## src/rtl/bus_arbiter_if.sv

```systemverilog
// Bus arbiter interface: request/grant handshake plus bus transaction strobes.
// The arbiter connects through the slave modport. The requesters and bus side
// connect through the master modport.
interface bus_arbiter_if #(
  parameter int NR_MASTERS = 4
);
  localparam int IDX_W = $clog2(NR_MASTERS);

  logic [NR_MASTERS-1:0] request;
  logic [NR_MASTERS-1:0] grants;
  logic                  begin_transactionIN;
  logic                  end_transactionIN;
  logic                  data_validIN;
  logic                  end_transactionOUT;
  logic                  errorOUT;
  logic [IDX_W-1:0]      current_master;
  logic                  bus_idle;

  modport master (
    output request, begin_transactionIN, end_transactionIN, data_validIN,
    input  grants, end_transactionOUT, errorOUT, current_master, bus_idle
  );

  modport slave (
    input  request, begin_transactionIN, end_transactionIN, data_validIN,
    output grants, end_transactionOUT, errorOUT, current_master, bus_idle
  );
endinterface

```

## src/rtl/bus_arbiter.sv

```systemverilog
// Round-robin bus arbiter with a single-cycle grant pulse and no preemption.
// Optional feature macro BUS_ARBITER_TIMEOUT_EN: a 16-bit watchdog in
// WAIT_BEGIN/OWNED forces a release with end_transactionOUT/errorOUT pulses
// after TIMEOUT_CYCLES cycles without bus activity. Without the macro, no
// counter is built and both pulse outputs stay 0.
module bus_arbiter #(
  parameter int NR_MASTERS     = 4,
  parameter int TIMEOUT_CYCLES = 255
) (
  input logic                system_clock,
  input logic                system_reset_n,
  bus_arbiter_if.slave       bus
);
  localparam int IDX_W = $clog2(NR_MASTERS);

  typedef enum logic [1:0] {
    S_IDLE       = 2'd0,
    S_GRANT      = 2'd1,
    S_WAIT_BEGIN = 2'd2,
    S_OWNED      = 2'd3
  } state_t;

  state_t                r_state;
  state_t                w_state_next;
  logic [NR_MASTERS-1:0] r_grants;
  logic [NR_MASTERS-1:0] w_grants_next;
  logic [NR_MASTERS-1:0] w_grant_onehot;
  logic [IDX_W-1:0]      r_current_master;
  logic [IDX_W-1:0]      w_current_master_next;
  logic [IDX_W-1:0]      r_last_owner;
  logic [IDX_W-1:0]      w_last_owner_next;
  logic [IDX_W-1:0]      w_winner;
  logic                  w_found;
  logic                  r_end_out;
  logic                  r_error;
  logic                  w_end_out_next;
  logic                  w_error_next;
  logic                  w_timeout;

  // Round-robin search: the candidate closest after last_owner (with wrap) wins.
  // Scanning from the farthest candidate to the nearest lets the nearest overwrite.
  always_comb begin
    w_found  = 1'b0;
    w_winner = '0;
    for (int i = NR_MASTERS; i >= 1; i--) begin
      w_winner = bus.request[(int'(r_last_owner) + i) % NR_MASTERS]
               ? IDX_W'((int'(r_last_owner) + i) % NR_MASTERS) : w_winner;
      w_found  = w_found | bus.request[(int'(r_last_owner) + i) % NR_MASTERS];
    end
  end

  // One-hot grant vector for the selected winner.
  always_comb begin
    w_grant_onehot           = '0;
    w_grant_onehot[w_winner] = 1'b1;
  end

`ifdef BUS_ARBITER_TIMEOUT_EN
  localparam logic [15:0] TIMEOUT_VAL = 16'(TIMEOUT_CYCLES);

  logic [15:0] r_watchdog;
  logic [15:0] w_watchdog_inc;
  logic        w_bus_active;
  logic        w_watch_state;
  logic        w_watchdog_run;

  assign w_watchdog_inc = r_watchdog + 16'd1;
  assign w_bus_active   = bus.begin_transactionIN | bus.data_validIN;
  assign w_watch_state  = (r_state == S_WAIT_BEGIN) || (r_state == S_OWNED);
  assign w_timeout      = w_watch_state && !w_bus_active && (w_watchdog_inc == TIMEOUT_VAL);
  // The counter only keeps running while the arbiter stays in the same watched state.
  assign w_watchdog_run = w_watch_state && (w_state_next == r_state) && !w_bus_active;

  // Watchdog counter: cleared on state entry or bus activity, otherwise counts up.
  always_ff @(posedge system_clock or negedge system_reset_n) begin
    if (!system_reset_n) begin
      r_watchdog <= 16'd0;
    end else begin
      r_watchdog <= w_watchdog_run ? w_watchdog_inc : 16'd0;
    end
  end
`else
  logic w_unused_data_valid;

  assign w_unused_data_valid = bus.data_validIN;
  assign w_timeout           = 1'b0;
`endif

  // Next-state and next-output logic for the arbitration FSM.
  always_comb begin
    w_state_next          = r_state;
    w_grants_next         = '0;
    w_current_master_next = r_current_master;
    w_last_owner_next     = r_last_owner;
    w_end_out_next        = 1'b0;
    w_error_next          = 1'b0;
    case (r_state)
      S_IDLE: begin
        if (w_found) begin
          w_state_next          = S_GRANT;
          w_current_master_next = w_winner;
          w_grants_next         = w_grant_onehot;
        end else begin
          w_state_next = S_IDLE;
        end
      end
      S_GRANT: begin
        w_state_next = S_WAIT_BEGIN;
      end
      S_WAIT_BEGIN: begin
        if (bus.begin_transactionIN && bus.end_transactionIN) begin
          w_state_next      = S_IDLE;
          w_last_owner_next = r_current_master;
        end else if (bus.begin_transactionIN) begin
          w_state_next = S_OWNED;
        end else if (!bus.request[r_current_master]) begin
          w_state_next      = S_IDLE;
          w_last_owner_next = r_current_master;
        end else if (w_timeout) begin
          w_state_next      = S_IDLE;
          w_last_owner_next = r_current_master;
          w_end_out_next    = 1'b1;
          w_error_next      = 1'b1;
        end else begin
          w_state_next = S_WAIT_BEGIN;
        end
      end
      S_OWNED: begin
        // A real end in the timeout cycle is a normal release and raises no error.
        if (bus.end_transactionIN) begin
          w_state_next      = S_IDLE;
          w_last_owner_next = r_current_master;
        end else if (w_timeout) begin
          w_state_next      = S_IDLE;
          w_last_owner_next = r_current_master;
          w_end_out_next    = 1'b1;
          w_error_next      = 1'b1;
        end else begin
          w_state_next = S_OWNED;
        end
      end
      default: begin
        w_state_next = S_IDLE;
      end
    endcase
  end

  // State register and registered outputs.
  always_ff @(posedge system_clock or negedge system_reset_n) begin
    if (!system_reset_n) begin
      r_state          <= S_IDLE;
      r_grants         <= '0;
      r_current_master <= '0;
      r_last_owner     <= IDX_W'(NR_MASTERS - 1);
      r_end_out        <= 1'b0;
      r_error          <= 1'b0;
    end else begin
      r_state          <= w_state_next;
      r_grants         <= w_grants_next;
      r_current_master <= w_current_master_next;
      r_last_owner     <= w_last_owner_next;
      r_end_out        <= w_end_out_next;
      r_error          <= w_error_next;
    end
  end

  // Registered idle flag. It follows the next state, so it is high exactly in IDLE.
  always_ff @(posedge system_clock or negedge system_reset_n) begin
    if (!system_reset_n) begin
      bus.bus_idle <= 1'b1;
    end else begin
      bus.bus_idle <= (w_state_next == S_IDLE);
    end
  end

  assign bus.grants             = r_grants;
  assign bus.current_master     = r_current_master;
  assign bus.end_transactionOUT = r_end_out;
  assign bus.errorOUT           = r_error;
endmodule
```

## src/flat_wrapper.sv

```systemverilog
// flat-port wrapper written by rule: the top's interface ports become plain ports
module bus_arbiter_flat 
#(
  parameter int NR_MASTERS     = 4,
  parameter int TIMEOUT_CYCLES = 255
)
  (system_clock, system_reset_n, bus_request, bus_begin_transactionIN, bus_end_transactionIN, bus_data_validIN, bus_grants, bus_end_transactionOUT, bus_errorOUT, bus_current_master, bus_bus_idle);
  bus_arbiter_if #(.NR_MASTERS(NR_MASTERS)) bus_i ();
  input logic system_clock;
  input logic system_reset_n;
  input wire logic [$bits(bus_i.request)-1:0] bus_request;
  input wire logic [$bits(bus_i.begin_transactionIN)-1:0] bus_begin_transactionIN;
  input wire logic [$bits(bus_i.end_transactionIN)-1:0] bus_end_transactionIN;
  input wire logic [$bits(bus_i.data_validIN)-1:0] bus_data_validIN;
  output wire logic [$bits(bus_i.grants)-1:0] bus_grants;
  output wire logic [$bits(bus_i.end_transactionOUT)-1:0] bus_end_transactionOUT;
  output wire logic [$bits(bus_i.errorOUT)-1:0] bus_errorOUT;
  output wire logic [$bits(bus_i.current_master)-1:0] bus_current_master;
  output wire logic [$bits(bus_i.bus_idle)-1:0] bus_bus_idle;
  assign bus_i.request = bus_request;
  assign bus_i.begin_transactionIN = bus_begin_transactionIN;
  assign bus_i.end_transactionIN = bus_end_transactionIN;
  assign bus_i.data_validIN = bus_data_validIN;
  assign bus_grants = bus_i.grants;
  assign bus_end_transactionOUT = bus_i.end_transactionOUT;
  assign bus_errorOUT = bus_i.errorOUT;
  assign bus_current_master = bus_i.current_master;
  assign bus_bus_idle = bus_i.bus_idle;
  bus_arbiter #(.NR_MASTERS(NR_MASTERS), .TIMEOUT_CYCLES(TIMEOUT_CYCLES)) u_core (.system_clock(system_clock), .system_reset_n(system_reset_n), .bus(bus_i));
endmodule
```

## config.mk

```make
export PLATFORM = sky130hd
export DESIGN_NAME = bus_arbiter_flat
export DESIGN_NICKNAME = d
export VERILOG_FILES = /design/src/rtl/bus_arbiter_if.sv /design/src/rtl/bus_arbiter.sv /design/src/flat_wrapper.sv
export SDC_FILE = /design/constraint.sdc
export NUM_CORES = 1
export LEC_CHECK = 0
export ABC_AREA = 1
export CAP_MARGIN = 5
export CORE_UTILIZATION = 32
export CTS_CLUSTER_SIZE = 16
export DETAILED_ROUTE_END_ITERATION = 12
export DONT_BUFFER_PORTS = 1
export PLACE_DENSITY_LB_ADDON = 0.2
export SETUP_SLACK_MARGIN = 0.2
export SLEW_MARGIN = 20
export SYNTH_ARGS = -nofsm -noshare
export SYNTH_HDL_FRONTEND = slang
export SYNTH_SLANG_ARGS = --single-unit
```

## constraint.sdc

```tcl
create_clock -name system_clock -period 3 [get_ports system_clock]
set_clock_uncertainty 0.1 [all_clocks]
set_input_delay 0.6 -clock system_clock [delete_from_list [all_inputs] [get_ports system_clock]]
set_output_delay 0.6 -clock system_clock [all_outputs]
set_load 0.01 [all_outputs]
```

Word-level counts from Yosys, hierarchy flattened
Cells that the tools add are included.

Register bits: 11. Input bits: 9. Output and inout port bits: 9.

Add/sub/neg operators: 4. Order comparisons: 7. Eq/ne operators: 6. Multiplexer cells: 33. Bitwise logic cells: 7. Reductions and logical operators: 11.

Operators by type and width (number): 2-bit two-way mux (12); 3-bit by 4-bit < comparator with 1-bit output, second input constant (4); 1-bit two-way mux (11); 1-bit binary-select mux with 2-bit select (5); 4-bit two-way mux (2); 2-bit one-hot mux with 4 select lines (1); 2-bit OR reduction (4); 2-bit by 3-bit < comparator with 1-bit output, second input constant (2); 3-bit by 2-bit != test with 1-bit output, second input constant (2); 2-bit by 1-bit adder with 2-bit output, second input constant (2); 2-bit adder, second input constant (2); 1-bit AND, first input constant (4); 2-bit equality test, second input constant (2); 2-bit logical NOT (2); 2-bit one-hot mux with 2 select lines (1); 4-bit AND reduction (1); 1-bit OR (3); 1-bit demux with 2-bit select (1); 2-bit by 1-bit equality test with 1-bit output, second input constant (1); 2-bit by 1-bit >= comparator with 1-bit output, second input constant (1); 1-bit logical AND (2); 2-bit != test, second input constant (1); 2-bit AND reduction (1); 2-bit nonzero test (1).

Depth between registers and ports, before layout
Word-level depth: 16. Mapped depth: 11. Depth with buffers taken out: 11.

Worst setup path before layout
Ideal clock, no wire load.

Path kind: register to register. From: register u_core.r_last_owner[0]. To: register u_core.r_current_master[0], in the netlist u_core.bus.current_master[0]. Arrival time: 1.282 ns. Data required time: 2.782 ns. Setup slack: 1.500 ns. Stages on the path, launching flop included: 12. Path buffers: 0. Clock period less this slack: 1.500 ns. Cell sequence: dfstp_2 inv_2 nand2_1 nand2_1 nand2_1 nand2_2 nor2_2 nand3_2 nand2_4 inv_2 nand2_2 nand2_1.

Longest elaborated chain between the ends: 8. Elaborated cells between the ends (all ways): 24. Classes of those cells: 4 x add/sub; 16 x mux; 3 x bitwise; 1 x reduce/logical.

RTL lines: from (decl) (RTL line bus_arbiter.sv:30) `logic [IDX_W-1:0] r_last_owner;`; from (signal assigned) (RTL line bus_arbiter.sv:154) `r_last_owner <= IDX_W'(NR_MASTERS - 1);`; from (signal assigned) (RTL line bus_arbiter.sv:161) `r_last_owner <= w_last_owner_next;`; 2-bit by 1-bit adder with 2-bit output / 2-bit adder (equally long branches) (RTL line bus_arbiter.sv:46, bus_arbiter.sv:47, bus_arbiter.sv:48); 1-bit binary-select mux with 2-bit select (RTL line bus_arbiter.sv:46, bus_arbiter.sv:48); 1-bit two-way mux (not written as such) (2 in a row) (RTL line bus_arbiter.sv:46, bus_arbiter.sv:48); 2-bit two-way mux / 1-bit OR (equally long branches) (3 in a row) (RTL line bus_arbiter.sv:47, bus_arbiter.sv:48); 2-bit two-way mux / 2-bit AND reduction (equally long branches); to (signal assigned) (RTL line bus_arbiter.sv:160) `r_current_master <= w_current_master_next;`; to (decl) (RTL line bus_arbiter.sv:28) `logic [IDX_W-1:0] r_current_master;`.

Parallel ways exist; a longest one is shown, timed or not. The select of a mux whose other input is x is not followed. A chain may end at the register's enable or synchronous reset.

Worst setup path after layout
Ends and elaborated chain as after synthesis.

==> flow_summary.json <==
{
  "status": "finished clean",
  "first_global_vias": 522,
  "ys_ff_latch": 11,
  "grt_use_total_pct": 15.1,
  "clock_tree.root_cell": "clkbuf_4",
  "rows": 16,
  "die_x_um": 48.0,
  "grt_max_degree": 10,
  "post-cts-setup-buffers": 0,
  "antenna_found_initial": 0,
  "final_common_cell": "nand2_1",
  "final_cell_mix": "nand2_1, inv_1, dfrtp_1",
  "postSynthCellCount": 97,
  "dieArea_sq_um": 2310,
  "rsz0062_at_grt": "no",
  "min_period_over_period_pct": 55.8,
  "synth_top_area_share_pct": 29.5,
  "drt_wl_total_um": 1430,
  "leakage_nw": 0.393,
  "fin_setup_tns_ns": 0,
  "ir_drop_uv": 460,
  "finalNonFillerCells": 128,
  "clock_latency_ns": 0.27,
  "cts-resized-gates": 0,
  "dr.pass1.iters": 4,
  "nets": 111,
  "cts_tree": "yes",
  "initial_core_util_pct": 34.2,
  "io_buffer_count": 0,
  "core_area_sq_um": 1980,
  "netlist_top_cells_area": "dfrtp_1, nand2_1, dfstp_2, inv_1, nand2_2",
  "antenna_cells": 0,
  "hpwl_um": 1090,
  "cp.arrival_ns": 1.74,
  "cp_max_fo": 9,
  "routedWlPerCell_um": 11.1,
  "fmax_ghz": 0.598,
  "htreeDepth": 1,
  "layout-drive-gt1-share_pct": 18.8,
  "grt_pass1_wl_um": 2340,
  "cp-start-kind": "register",
  "clock-sinks": 11,
  "yosysTopAreaCell": "dfrtp_1",
  "chipHeight_um": 48.0,
  "numCtsBuffers": 3,
  "drt-initial-drc-count": 10,
  "clk_path_buf_depth": 2,
  "required_ns": 3.06,
  "gp_routability_congestion": 0.850,
  "slew_violations": 0,
  "synthDistinctLibCells": 19,
  "reg2reg_depth": 11,
  "vias": 588,
  "finalCriticalPeriod_ns": 1.67,
  "endpoint_kind": "register",
  "synth_warnings": 0,
  "clk_pin_slew_ns": 0.07,
  "antenna_left": 0,
  "area_growth_pct": 8.67,
  "max-cap-violations": 0,
  "ioPinCount": 18,
  "hold_viol": 0,
  "dp_cells": 123,
  "via_per_inst": 4.59,
  "drc": 0,
  "pwr_density_cell_nw_per_um2": 1180,
  "ys_seq_area_share_pct": 41.1,
  "syn_area_sq_um": 678,
  "grt_overflow": 0,
  "hold_class": "primary input to asynchronous set/reset pin",
  "setup_violations": 0,
  "avgSynthCellArea_sq_um": 6.99,
  "worst-setup-path-type": "register to register"
}
==> critical path, stage by stage, from the launching register on <==
cell     delay [ns]
dfstp_2        0.59
inv_2          0.11
nand2_1        0.08
nand2_1        0.07
nand2_1        0.10
nand2_2        0.08
nor2_2         0.09
nand3_2        0.09
nand2_4        0.11
inv_2          0.04
nand2_2        0.07
nand2_1        0.06
==> registers in the layout (all words and copies together) (netlist names) <==
name                       flops
u_core.bus.grants              4
u_core.bus.current_master      2
u_core.r_last_owner            2
u_core.r_state                 2
u_core.bus.bus_idle            1
==> repair_timing <==
| item | 4_1_cts | 5_1_grt |
|---|---|---|
| endpoints found under the setup margin | 0 | 0 |
| hold endpoints to repair | 8 | 0 |
| hold buffers | 1 | 0 |
==> report_power, final <==
| part | switching (mW) | leakage [nW] | total (mW) | internal (mW) |
|---|---|---|---|---|
| Clock | 0.0519 | 0.0150 | 0.103 | 0.0516 |
| Sequential | 0.0791 | 0.135 | 0.311 | 0.232 |
| Combinational | 0.300 | 0.242 | 0.453 | 0.153 |
==> cell usage after synthesis <==
cell type and instances:
nor3_1 2, inv_1 10, nand3_2 2, nand3_1 6, nor2_1 7, nand2_2 5
nand4_1 1, nand2_4 1, dfrtp_1 8, nand2_1 32, o21ai_0 5, a31oi_1 1
nor2_2 2, dfstp_2 3, a21oi_1 5, inv_2 3, conb_1 1, buf_4 2
o21a_1 1
==> final timing paths <==
kind	startpoint	to	slack [ns]
min reg2reg	u_core.r_last_owner[1]$_DFFE_PN1P_	u_core.r_last_owner[1]$_DFFE_PN1P_	0.43
max	u_core.r_last_owner[0]$_DFFE_PN1P_	u_core.bus.current_master[0]$_DFFE_PN0P_	1.33
min in group system_clock	u_core.r_last_owner[1]$_DFFE_PN1P_	u_core.r_last_owner[1]$_DFFE_PN1P_	0.43
min	system_reset_n	u_core.bus.bus_idle$_DFF_PN1_	0.06
max reg2reg	u_core.r_last_owner[0]$_DFFE_PN1P_	u_core.bus.current_master[0]$_DFFE_PN0P_	1.33
max in group asynchronous	system_reset_n	u_core.r_state[1]$_DFF_PN0_	1.96
==> stage by stage <==
step | hold slack, ns | instance area [sq um] | power (mW) | utilization [%] | worst slack (ns)
3_3_place_gp | 0.205 | 701 | 0.762 | 35.4 | 1.33
4_1_cts | 0.0555 | 737 | 0.875 | 37.2 | 1.32
6_report | 0.0611 | 737 | 0.867 | 37.2 | 1.33
2_1_floorplan | 0.204 | 682 | 0.683 | - | 1.50
5_1_grt | 0.0453 | 737 | 0.961 | 37.2 | 1.16
3_5_place_dp | 0.205 | 701 | 0.765 | 35.4 | 1.33
==> per-layer routing <==
layer  up-vias  global-route usage [%]  wire, um
li1        308                       -         -
met1       264                    19.8       664
met4         0                    8.33        33
met5         -                       0         0
met3         5                    3.02        65
met2        11                    23.2       664
==> layout make-up <==
| cell class | instances | area, sq um |
|---|---|---|
| Sequential cell | 11 | 279 |
| Tap cell | 27 | 33.8 |
| Timing Repair Buffer | 1 | 10.0 |
| Inverter | 13 | 48.8 |
| Clock buffer | 4 | 26.3 |
| Multi-Input combinational cell | 72 | 339 |
| Fill cell | 207 | 1240 |
==> cells by family (layout without fill, tap and decap cells) <==
| kind of cell | count (synthesis) | after routing | synth area share, % |
|---|---|---|---|
| flops | 11 | 11 | 41.1 |
| buf+inv | 15 | 18 | 9.41 |
| compound gates | 12 | 12 | 9.41 |
| other cells | 1 | 2 | 0.553 |
| simple gates | 58 | 58 | 39.5 |
No activity file was read; power rests on OpenSTA's default activity.
